### config.mk
export PLATFORM = sky130hd
export DESIGN_NAME = mem_port_arbiter_flat
export DESIGN_NICKNAME = d
export VERILOG_FILES = /design/src/rtl/mem_port_arbiter_pkg.sv /design/src/rtl/mem_port_arbiter_if.sv /design/src/rtl/mem_port_arbiter_mux2.sv /design/src/rtl/mem_port_arbiter_rr_pick2.sv /design/src/rtl/mem_port_arbiter.sv /design/src/flat_wrapper.sv
export SDC_FILE = /design/constraint.sdc
export NUM_CORES = 1
export LEC_CHECK = 0
export ABC_AREA = 1
export CELL_PAD_IN_SITES_DETAIL_PLACEMENT = 0
export CELL_PAD_IN_SITES_GLOBAL_PLACEMENT = 1
export CORE_MARGIN = 1
export CORE_UTILIZATION = 33
export CTS_BUF_LIST = sky130_fd_sc_hd__clkbuf_16
export DETAILED_ROUTE_END_ITERATION = 10
export PLACE_DENSITY = 0.95
export SYNTH_ARGS = -nofsm -noshare
export SYNTH_HDL_FRONTEND = slang
export SYNTH_SLANG_ARGS = --single-unit
### constraint.sdc
create_clock -name clk -period 2.9 [get_ports clk]
set_clock_uncertainty 0.05 [all_clocks]
set_input_delay 0.435 -clock clk [delete_from_list [all_inputs] [get_ports clk]]
set_output_delay 0.435 -clock clk [all_outputs]
set_load 0.01 [all_outputs]
### src/rtl/mem_port_arbiter_pkg.sv
// Shared encodings for the I/D memory port arbiter: FSM states, grant values, counter width.
package mem_port_arbiter_pkg;

    typedef enum logic [1:0] {
        IDLE  = 2'd0,
        ISSUE = 2'd1,
        RESP  = 2'd2
    } state_t;

    localparam logic GNT_I = 1'b0;
    localparam logic GNT_D = 1'b1;

    localparam int CNT_W = 8;

endpackage

### src/rtl/mem_port_arbiter_if.sv
// Requester and memory-side signals of the arbiter; master = arbiter view, slave = environment view.
interface mem_port_arbiter_if #(
    parameter int SIZE = 31
);
    logic            i_req;
    logic [SIZE:0]   i_addr;
    logic            i_ack;
    logic [SIZE:0]   i_rdata;
    logic            i_err;

    logic            d_req;
    logic            d_we;
    logic [SIZE:0]   d_addr;
    logic [SIZE:0]   d_wdata;
    logic            d_ack;
    logic [SIZE:0]   d_rdata;
    logic            d_err;

    logic            mem_req;
    logic            mem_we;
    logic [SIZE:0]   mem_addr;
    logic [SIZE:0]   mem_wdata;
    logic            mem_ready;
    logic [SIZE:0]   mem_rdata;

    logic            sel;
    logic            busy;

    modport master (
        input  i_req, i_addr, d_req, d_we, d_addr, d_wdata, mem_ready, mem_rdata,
        output i_ack, i_rdata, i_err, d_ack, d_rdata, d_err,
        output mem_req, mem_we, mem_addr, mem_wdata, sel, busy
    );

    modport slave (
        output i_req, i_addr, d_req, d_we, d_addr, d_wdata, mem_ready, mem_rdata,
        input  i_ack, i_rdata, i_err, d_ack, d_rdata, d_err,
        input  mem_req, mem_we, mem_addr, mem_wdata, sel, busy
    );

endinterface

### src/rtl/mem_port_arbiter_mux2.sv
// Generic two-input word mux, combinational.
module mem_port_arbiter_mux2 #(
    parameter int W = 32
) (
    input  logic [W-1:0] i_in0,
    input  logic [W-1:0] i_in1,
    input  logic         i_ctrl,
    output logic [W-1:0] o_out
);
    assign o_out = i_ctrl ? i_in1 : i_in0;
endmodule

### src/rtl/mem_port_arbiter_rr_pick2.sv
// Two-way round-robin picker, combinational: a tie goes to the side opposite i_last.
module mem_port_arbiter_rr_pick2
    import mem_port_arbiter_pkg::*;
(
    input  logic i_req_i,
    input  logic i_req_d,
    input  logic i_last,
    output logic o_gnt,
    output logic o_vld
);
    assign o_vld = i_req_i | i_req_d;
    assign o_gnt = (i_req_i && i_req_d) ? ~i_last : (i_req_d ? GNT_D : GNT_I);
endmodule

### src/rtl/mem_port_arbiter.sv
// Single-port memory arbiter for I-fetch and D-access; grant 1 cycle after request, ack 1 cycle after mem_ready.
// Requests are level signals held until ack; they are sampled only in IDLE, with optional timeout to an error ack.
module mem_port_arbiter
    import mem_port_arbiter_pkg::*;
#(
    parameter int SIZE    = 31,
    parameter int TIMEOUT = 64
) (
    input  logic                clk,
    input  logic                rst_n,
    mem_port_arbiter_if.master  bus
);
    localparam logic [CNT_W-1:0] TO_LAST = CNT_W'((TIMEOUT == 0) ? 0 : TIMEOUT - 1);

    state_t           r_state;
    logic             r_last;
    logic             r_sel;
    logic             r_busy;
    logic             r_mem_req;
    logic             r_mem_we;
    logic [SIZE:0]    r_mem_addr;
    logic [SIZE:0]    r_mem_wdata;
    logic             r_i_ack;
    logic             r_d_ack;
    logic             r_i_err;
    logic             r_d_err;
    logic [SIZE:0]    r_i_rdata;
    logic [SIZE:0]    r_d_rdata;
    logic [CNT_W-1:0] r_cnt;

    logic             w_gnt;
    logic             w_vld;
    logic [SIZE:0]    w_addr;
    logic [SIZE:0]    w_wdata;
    logic             w_done;
    logic             w_tmo;
    logic [SIZE:0]    w_rsp_data;

    mem_port_arbiter_rr_pick2 u_pick (
        .i_req_i (bus.i_req),
        .i_req_d (bus.d_req),
        .i_last  (r_last),
        .o_gnt   (w_gnt),
        .o_vld   (w_vld)
    );

    mem_port_arbiter_mux2 #(.W(SIZE + 1)) u_addr_mux (
        .i_in0  (bus.i_addr),
        .i_in1  (bus.d_addr),
        .i_ctrl (w_gnt),
        .o_out  (w_addr)
    );

    mem_port_arbiter_mux2 #(.W(SIZE + 1)) u_wdata_mux (
        .i_in0  ('0),
        .i_in1  (bus.d_wdata),
        .i_ctrl (w_gnt),
        .o_out  (w_wdata)
    );

    // mem_ready beats a timeout landing on the same cycle
    assign w_done     = bus.mem_ready;
    assign w_tmo      = (TIMEOUT != 0) && (r_cnt == TO_LAST) && !bus.mem_ready;
    assign w_rsp_data = (w_done && !r_mem_we) ? bus.mem_rdata : '0;

    always_ff @(posedge clk or negedge rst_n) begin
        if (!rst_n) begin
            r_state     <= IDLE;
            r_last      <= GNT_D;
            r_sel       <= GNT_I;
            r_busy      <= 1'b0;
            r_mem_req   <= 1'b0;
            r_mem_we    <= 1'b0;
            r_mem_addr  <= '0;
            r_mem_wdata <= '0;
            r_i_ack     <= 1'b0;
            r_d_ack     <= 1'b0;
            r_i_err     <= 1'b0;
            r_d_err     <= 1'b0;
            r_i_rdata   <= '0;
            r_d_rdata   <= '0;
            r_cnt       <= '0;
        end else begin
            r_i_ack <= 1'b0;
            r_d_ack <= 1'b0;
            case (r_state)
                IDLE: begin
                    if (w_vld) begin
                        r_sel       <= w_gnt;
                        r_last      <= w_gnt;
                        r_mem_addr  <= w_addr;
                        r_mem_wdata <= w_wdata;
                        r_mem_we    <= w_gnt & bus.d_we;
                        r_mem_req   <= 1'b1;
                        r_busy      <= 1'b1;
                        r_cnt       <= '0;
                        r_state     <= ISSUE;
                    end
                end
                ISSUE: begin
                    if (w_done || w_tmo) begin
                        r_mem_req <= 1'b0;
                        r_state   <= RESP;
                        if (r_sel == GNT_D) begin
                            r_d_rdata <= w_rsp_data;
                            r_d_err   <= w_tmo;
                            r_d_ack   <= 1'b1;
                        end else begin
                            r_i_rdata <= w_rsp_data;
                            r_i_err   <= w_tmo;
                            r_i_ack   <= 1'b1;
                        end
                    end else begin
                        r_cnt <= r_cnt + 1'b1;
                    end
                end
                RESP: begin
                    r_busy  <= 1'b0;
                    r_state <= IDLE;
                end
                default: begin
                    r_busy  <= 1'b0;
                    r_state <= IDLE;
                end
            endcase
        end
    end

    assign bus.sel       = r_sel;
    assign bus.busy      = r_busy;
    assign bus.mem_req   = r_mem_req;
    assign bus.mem_we    = r_mem_we;
    assign bus.mem_addr  = r_mem_addr;
    assign bus.mem_wdata = r_mem_wdata;
    assign bus.i_ack     = r_i_ack;
    assign bus.i_err     = r_i_err;
    assign bus.i_rdata   = r_i_rdata;
    assign bus.d_ack     = r_d_ack;
    assign bus.d_err     = r_d_err;
    assign bus.d_rdata   = r_d_rdata;

endmodule

### src/flat_wrapper.sv
// flat-port wrapper written by rule: the top's interface ports become plain ports
module mem_port_arbiter_flat import mem_port_arbiter_pkg::*;
#(
    parameter int SIZE    = 31,
    parameter int TIMEOUT = 64
)
  (clk, rst_n, bus_i_req, bus_i_addr, bus_d_req, bus_d_we, bus_d_addr, bus_d_wdata, bus_mem_ready, bus_mem_rdata, bus_i_ack, bus_i_rdata, bus_i_err, bus_d_ack, bus_d_rdata, bus_d_err, bus_mem_req, bus_mem_we, bus_mem_addr, bus_mem_wdata, bus_sel, bus_busy);
  mem_port_arbiter_if #(.SIZE(SIZE)) bus_i ();
  input  logic clk;
  input  logic rst_n;
  input wire logic [$bits(bus_i.i_req)-1:0] bus_i_req;
  input wire logic [$bits(bus_i.i_addr)-1:0] bus_i_addr;
  input wire logic [$bits(bus_i.d_req)-1:0] bus_d_req;
  input wire logic [$bits(bus_i.d_we)-1:0] bus_d_we;
  input wire logic [$bits(bus_i.d_addr)-1:0] bus_d_addr;
  input wire logic [$bits(bus_i.d_wdata)-1:0] bus_d_wdata;
  input wire logic [$bits(bus_i.mem_ready)-1:0] bus_mem_ready;
  input wire logic [$bits(bus_i.mem_rdata)-1:0] bus_mem_rdata;
  output wire logic [$bits(bus_i.i_ack)-1:0] bus_i_ack;
  output wire logic [$bits(bus_i.i_rdata)-1:0] bus_i_rdata;
  output wire logic [$bits(bus_i.i_err)-1:0] bus_i_err;
  output wire logic [$bits(bus_i.d_ack)-1:0] bus_d_ack;
  output wire logic [$bits(bus_i.d_rdata)-1:0] bus_d_rdata;
  output wire logic [$bits(bus_i.d_err)-1:0] bus_d_err;
  output wire logic [$bits(bus_i.mem_req)-1:0] bus_mem_req;
  output wire logic [$bits(bus_i.mem_we)-1:0] bus_mem_we;
  output wire logic [$bits(bus_i.mem_addr)-1:0] bus_mem_addr;
  output wire logic [$bits(bus_i.mem_wdata)-1:0] bus_mem_wdata;
  output wire logic [$bits(bus_i.sel)-1:0] bus_sel;
  output wire logic [$bits(bus_i.busy)-1:0] bus_busy;
  assign bus_i.i_req = bus_i_req;
  assign bus_i.i_addr = bus_i_addr;
  assign bus_i.d_req = bus_d_req;
  assign bus_i.d_we = bus_d_we;
  assign bus_i.d_addr = bus_d_addr;
  assign bus_i.d_wdata = bus_d_wdata;
  assign bus_i.mem_ready = bus_mem_ready;
  assign bus_i.mem_rdata = bus_mem_rdata;
  assign bus_i_ack = bus_i.i_ack;
  assign bus_i_rdata = bus_i.i_rdata;
  assign bus_i_err = bus_i.i_err;
  assign bus_d_ack = bus_i.d_ack;
  assign bus_d_rdata = bus_i.d_rdata;
  assign bus_d_err = bus_i.d_err;
  assign bus_mem_req = bus_i.mem_req;
  assign bus_mem_we = bus_i.mem_we;
  assign bus_mem_addr = bus_i.mem_addr;
  assign bus_mem_wdata = bus_i.mem_wdata;
  assign bus_sel = bus_i.sel;
  assign bus_busy = bus_i.busy;
  mem_port_arbiter #(.SIZE(SIZE), .TIMEOUT(TIMEOUT)) u_core (.clk(clk), .rst_n(rst_n), .bus(bus_i));
endmodule
# ---- Word level (Yosys, flattened, before mapping)
# Cells that the tools add are included.
dict set report op_classes {
  add_sub_neg 1
  n_eq_ne 5
  muxes 21
  n_bitwise 5
  n_reduce_logical 15
}
# op count
set op_table {}
lappend op_table {{$mux W32} 3}
lappend op_table {{$mux W8} 2}
lappend op_table {{$pmux W8 S2} 1}
lappend op_table {{$reduce_and A3 Y1} 4}
lappend op_table {{$mux W1} 10}
lappend op_table {{$add A8 B1 Y8 const B} 1}
lappend op_table {{$eq A8 B6 Y1 const B} 1}
lappend op_table {{$reduce_and A2 Y1} 3}
lappend op_table {{$mux W2} 2}
lappend op_table {{$ne A2 B2 Y1 const B} 2}
lappend op_table {{$pmux W1 S2} 2}
lappend op_table {{$pmux W2 S2} 1}
lappend op_table {{$logic_and A1 B1 Y1} 3}
lappend op_table {{$not A1 Y1} 3}
lappend op_table {{$eq A2 B1 Y1 const B} 1}
lappend op_table {{$logic_not A1 Y1} 2}
lappend op_table {{$logic_not A2 Y1} 1}
lappend op_table {{$ne A2 B1 Y1 const B} 1}
lappend op_table {{$reduce_bool A2 Y1} 1}
lappend op_table {{$and A1 B1 Y1} 1}
lappend op_table {{$logic_or A1 B1 Y1} 1}
lappend op_table {{$or A1 B1 Y1} 1}
dict set report totals {
  ff_bits 147
  in_bits 134
  output_inout_bits 136
  elab_cells 62
}

# ---- Logic depth before layout (Yosys ltp)
dict set report logic_depth {
  word_depth 5
  depth_mapped 10
  ltp_nobuf 9
}

# ---- By module
# From an unflattened synthesis, not the netlist that was laid out.
dict set report hier_totals {
  cells_unflattened 952
  hier_area_um2 7307.0
}
# mod instances cells_each area_each_um2 seq_area_each_um2
set modules_own_cells {}
lappend modules_own_cells {mem_port_arbiter 1 741 6308.6 3679.8}
lappend modules_own_cells {mem_port_arbiter_mux2 2 104 491.7 0.0}
lappend modules_own_cells {mem_port_arbiter_rr_pick2 1 3 15.0 0.0}

# ---- Worst setup path before layout
# No wires, ideal clock.
dict set report synth_timing {
  path_type {register -> register}
  start {register u_core.r_sel (netlist: u_core.bus.sel)}
  end {register u_core.r_i_rdata[0] (netlist: u_core.bus.i_rdata[0])}
  setup_time_ns 0.117
  t_arrival_ns 1.371
  t_required_ns 2.733
  setup_slack_ns 1.363
  path_stages_with_launch 7
  path_buffers 2
  path_cell_list {dfrtp_1 -> clkbuf_1 -> nor3_1 -> nand2_4 -> buf_2 -> nand2_1 -> nand2_1}
}
dict set report synth_between {
  elab_chain_len 2
}
# element line_no
set synth_lines {}
lappend synth_lines {{start, declared} mem_port_arbiter.sv:17} ;# logic r_sel;
lappend synth_lines {{start signal, assigned} mem_port_arbiter.sv:89} ;# r_sel <= w_gnt;
lappend synth_lines {{$not A1 Y1 (no source line)} --}
lappend synth_lines {{$reduce_and A3 Y1 (no source line)} --}
lappend synth_lines {{end signal, assigned} mem_port_arbiter.sv:109} ;# r_i_rdata <= w_rsp_data;
lappend synth_lines {{end, declared} mem_port_arbiter.sv:27} ;# logic [SIZE:0] r_i_rdata;
# No other way between the ends.
# A chain may end at the register's enable or synchronous reset.

# ---- Final worst setup path
dict set report layout_timing {
  start {register u_core.r_sel (netlist: u_core.bus.sel)}
  end {output port bus_sel}
}
# element line_no
set layout_rtl {}
lappend layout_rtl {{end, declared} flat_wrapper.sv:29} ;# output wire logic [$bits(bus_i.sel)-1:0] bus_sel;
# No word-level cell between the ends.

==> results.yml <==
pwr:
  peakVddDrop_v: 0.0004510
  cellPowerDensity_nw_per_um2: 997.2
  total_power_w: 0.009916
  leakage_nw: 4.798
routing:
  via_count: 6106
  drc: 0
  drt-initial-drc-count: 260
  wire_per_inst_um: 15.15
  ant_nets: 0
  dr.pass1.iters: 5
  via_per_inst: 4.679
  routed_wl_um: 19770
finish:
  area_delta_synth_final_pct: 55.76
  drive_gt1_frac: 0.05273
  multi_input_area_um2: 2310
  regArea_um2: 3680
  final_nets: 1165
  fillCellCount: 1746
  final_area_um2: 9943
setup_path:
  worstPathMaxFanout: 15
  arrival_ns: 1.86
  crit_family: "flip-flops"
  critPathCaptureType: "output port"
  slowest_stage: "dfrtp_1"
  startpoint_type: "flip-flop"
  cp_num_buf_inv: 1
  crit_chain: "clkdlybuf4s50_1"
  worstPathRequired_ns: 2.41
  critPathKind: "reg -> out"
  crit_path_max_incr_delay_ns: 0.77
logic_synthesis:
  synth_cell_type_count: 22
  synth_compound_area_frac: 0.05606
  synth_most_common_cell: "nand2_1"
  yosys-top-cells-count: "294 x nand2_1, 146 x dfrtp_1, 77 x nor2_1"
  syn_area_per_cell_um2: 8.216
  ys_warn_count: 0
  synthAdderAreaFrac: 0.001960
  synth_top_cell_by_area: "dfrtp_1"
  synthesis.nets: 912
  synth_area_leaders: "dfrtp_1 57%, nand2_1 17%, o21ai_0 5.3%"
  synth_simple_gate_area_frac: 0.3009
  syn_inst: 777
  yosys_most_used_dff: "dfrtp_1"
  synth-seq-cells: 147
  ys_seq_area_frac: 0.5764
  synthMuxAreaShare: 0
  synthesis.area_um2: 6384
  async_reset_ff_frac: 1.000
  synth_top_family_by_area: "simple AND/OR/NAND/NOR gates"
  synth_edf_count: 0
  synth_top_area_frac: 0.5723
  synthXorXnorAreaFrac: 0.001372
grt:
  grt_pass1_wl_um: 31060
  grt_max_degree: 67
  grt_use_total: 0.2021
  antenna_found_initial: 2
  overflow: 0
  grt_pass1_vias: 5765
die:
  die_height_um: 141.1
  row_count: 50
  die_area_um2: 19910
  die_x_um: 141.1
  start_util: 0.3390
  core_area_um2: 18830
  ioPinCount: 270
run:
  max_cap_viol_count: 0
sta:
  fmax_ghz: 0.4261
  fin_crit_ns: 2.347
  drv_slew: 0
  worst_pin_slew_ns: 1.032
  post-route-period-util: 0.8092
  fin_hold_ws_ns: 0.4194
  setup_tns_ns: 0
  rsz0062_at_grt: "false"
  finalSetupViolations: 0
  slew_headroom: 0.3120
  finalHoldViolations: 0
clocking:
  cts_buffers: 17
  h-tree-depth: 4
  cts_setup_buffers: 0
  cts_num_sinks: 147
  insertion_delay_ns: 0.41
  cts_tree: "built"
  root_buffer: "clkbuf_16"
  cts_buffer_depth: 2
  clk_pin_slew_ns: 0.06
worst_hold_path:
  hold_path_class: "reg -> reg"
placed_design:
  routabilityCongestion: 0.8076
  dp_hpwl_um: 13910
  portBuffers: 269
  post_dp_cell_area_um2: 9305
run_status:
  status: "finished, final reports clean"
==> final timing paths <==
check                                        from                      to  slack (ns)  depth (start not counted)
min in group asynchronous                   rst_n   u_core.bus.i_rdata[3]        0.50                          2
max                                u_core.bus.sel                 bus_sel        0.55                          1
max reg2reg                        u_core.bus.sel   u_core.bus.i_rdata[3]        0.74                          5
min                        u_core.bus.d_rdata[15]  u_core.bus.d_rdata[15]        0.42                          2
min reg2reg                u_core.bus.d_rdata[15]  u_core.bus.d_rdata[15]        0.42                          2
max in group asynchronous                   rst_n   u_core.bus.d_rdata[0]        1.47                          3
==> repair_timing <==
item / in CTS / in global routing
endpoints found under the hold margin: 52 / 0
gates resized for setup: 0 / 0
hold buffers: 1 / 0
==> state kept, by name, summed over array words and instances, names as in the netlist, 2 cells and up <==
signal	count
u_core.r_state	2
u_core.bus.mem_addr	32
u_core.bus.d_rdata	32
u_core.bus.mem_wdata	32
u_core.r_cnt	8
u_core.bus.i_rdata	32
==> kinds of logic (layout without fill, tap and decap cells) <==
group,after synthesis,count (layout)
buf+inv,95,361
xor+xnor,1,1
fa+ha+maj,1,1
other cells,0,2
simple gates,462,462
compound gates,71,71
flops,147,147
==> metrics by stage <==
stage                     std cells  setup slack (ns)  utilization
final                          1305            0.5534       0.5280
after global routing           1305            0.4740       0.5280
after CTS                      1303            0.5243       0.5278
after detailed placement       1270            0.5975       0.4942
after global placement         1270            0.6861       0.4942
after floorplan                 777             1.363            -
==> layout by cell type, fill, tap and decap left out, types with 3 or more instances in the layout <==
| cell | synthesis | final |
|---|---|---|
| nand3_1 | 49 | 49 |
| nand2_1 | 294 | 294 |
| clkinv_4 | 1 | 4 |
| o21ai_0 | 68 | 68 |
| dfrtp_1 | 146 | 146 |
| inv_1 | 46 | 44 |
| clkbuf_16 | 0 | 17 |
| nor2_1 | 77 | 77 |
| inv_6 | 0 | 5 |
| buf_4 | 0 | 10 |
| bufinv_16 | 0 | 3 |
| nand4_1 | 35 | 35 |
| clkdlybuf4s50_1 | 0 | 268 |
==> area by class of cell <==
| class | count | share of cell area |
|---|---|---|
| clock buffers | 17 | 0.04278 |
| multi-input cells | 535 | 0.2323 |
| diodes | 2 | 0.0005033 |
| well taps | 260 | 0.03272 |
| clock inverters | 15 | 0.01988 |
| flip-flops and latches | 147 | 0.3701 |
| inverters | 47 | 0.01825 |
| repair buffers | 282 | 0.2835 |
==> power breakdown <==
group          switching [W]  internal [W]  total [W]
Sequential          0.000521       0.00290    0.00342
Clock               0.000939       0.00138    0.00232
Combinational        0.00213       0.00204    0.00417
==> layer usage <==
metal  vias to the layer above  global-route usage  wire length [µm]
met5                         -                   0                 0
met4                         0             0.08410               512
met3                        28             0.06827              1696
met2                       263              0.3202              9257
met1                      2839              0.2519              8308
li1                       2976                   -                 -
Power figures use the tool's default switching activity.
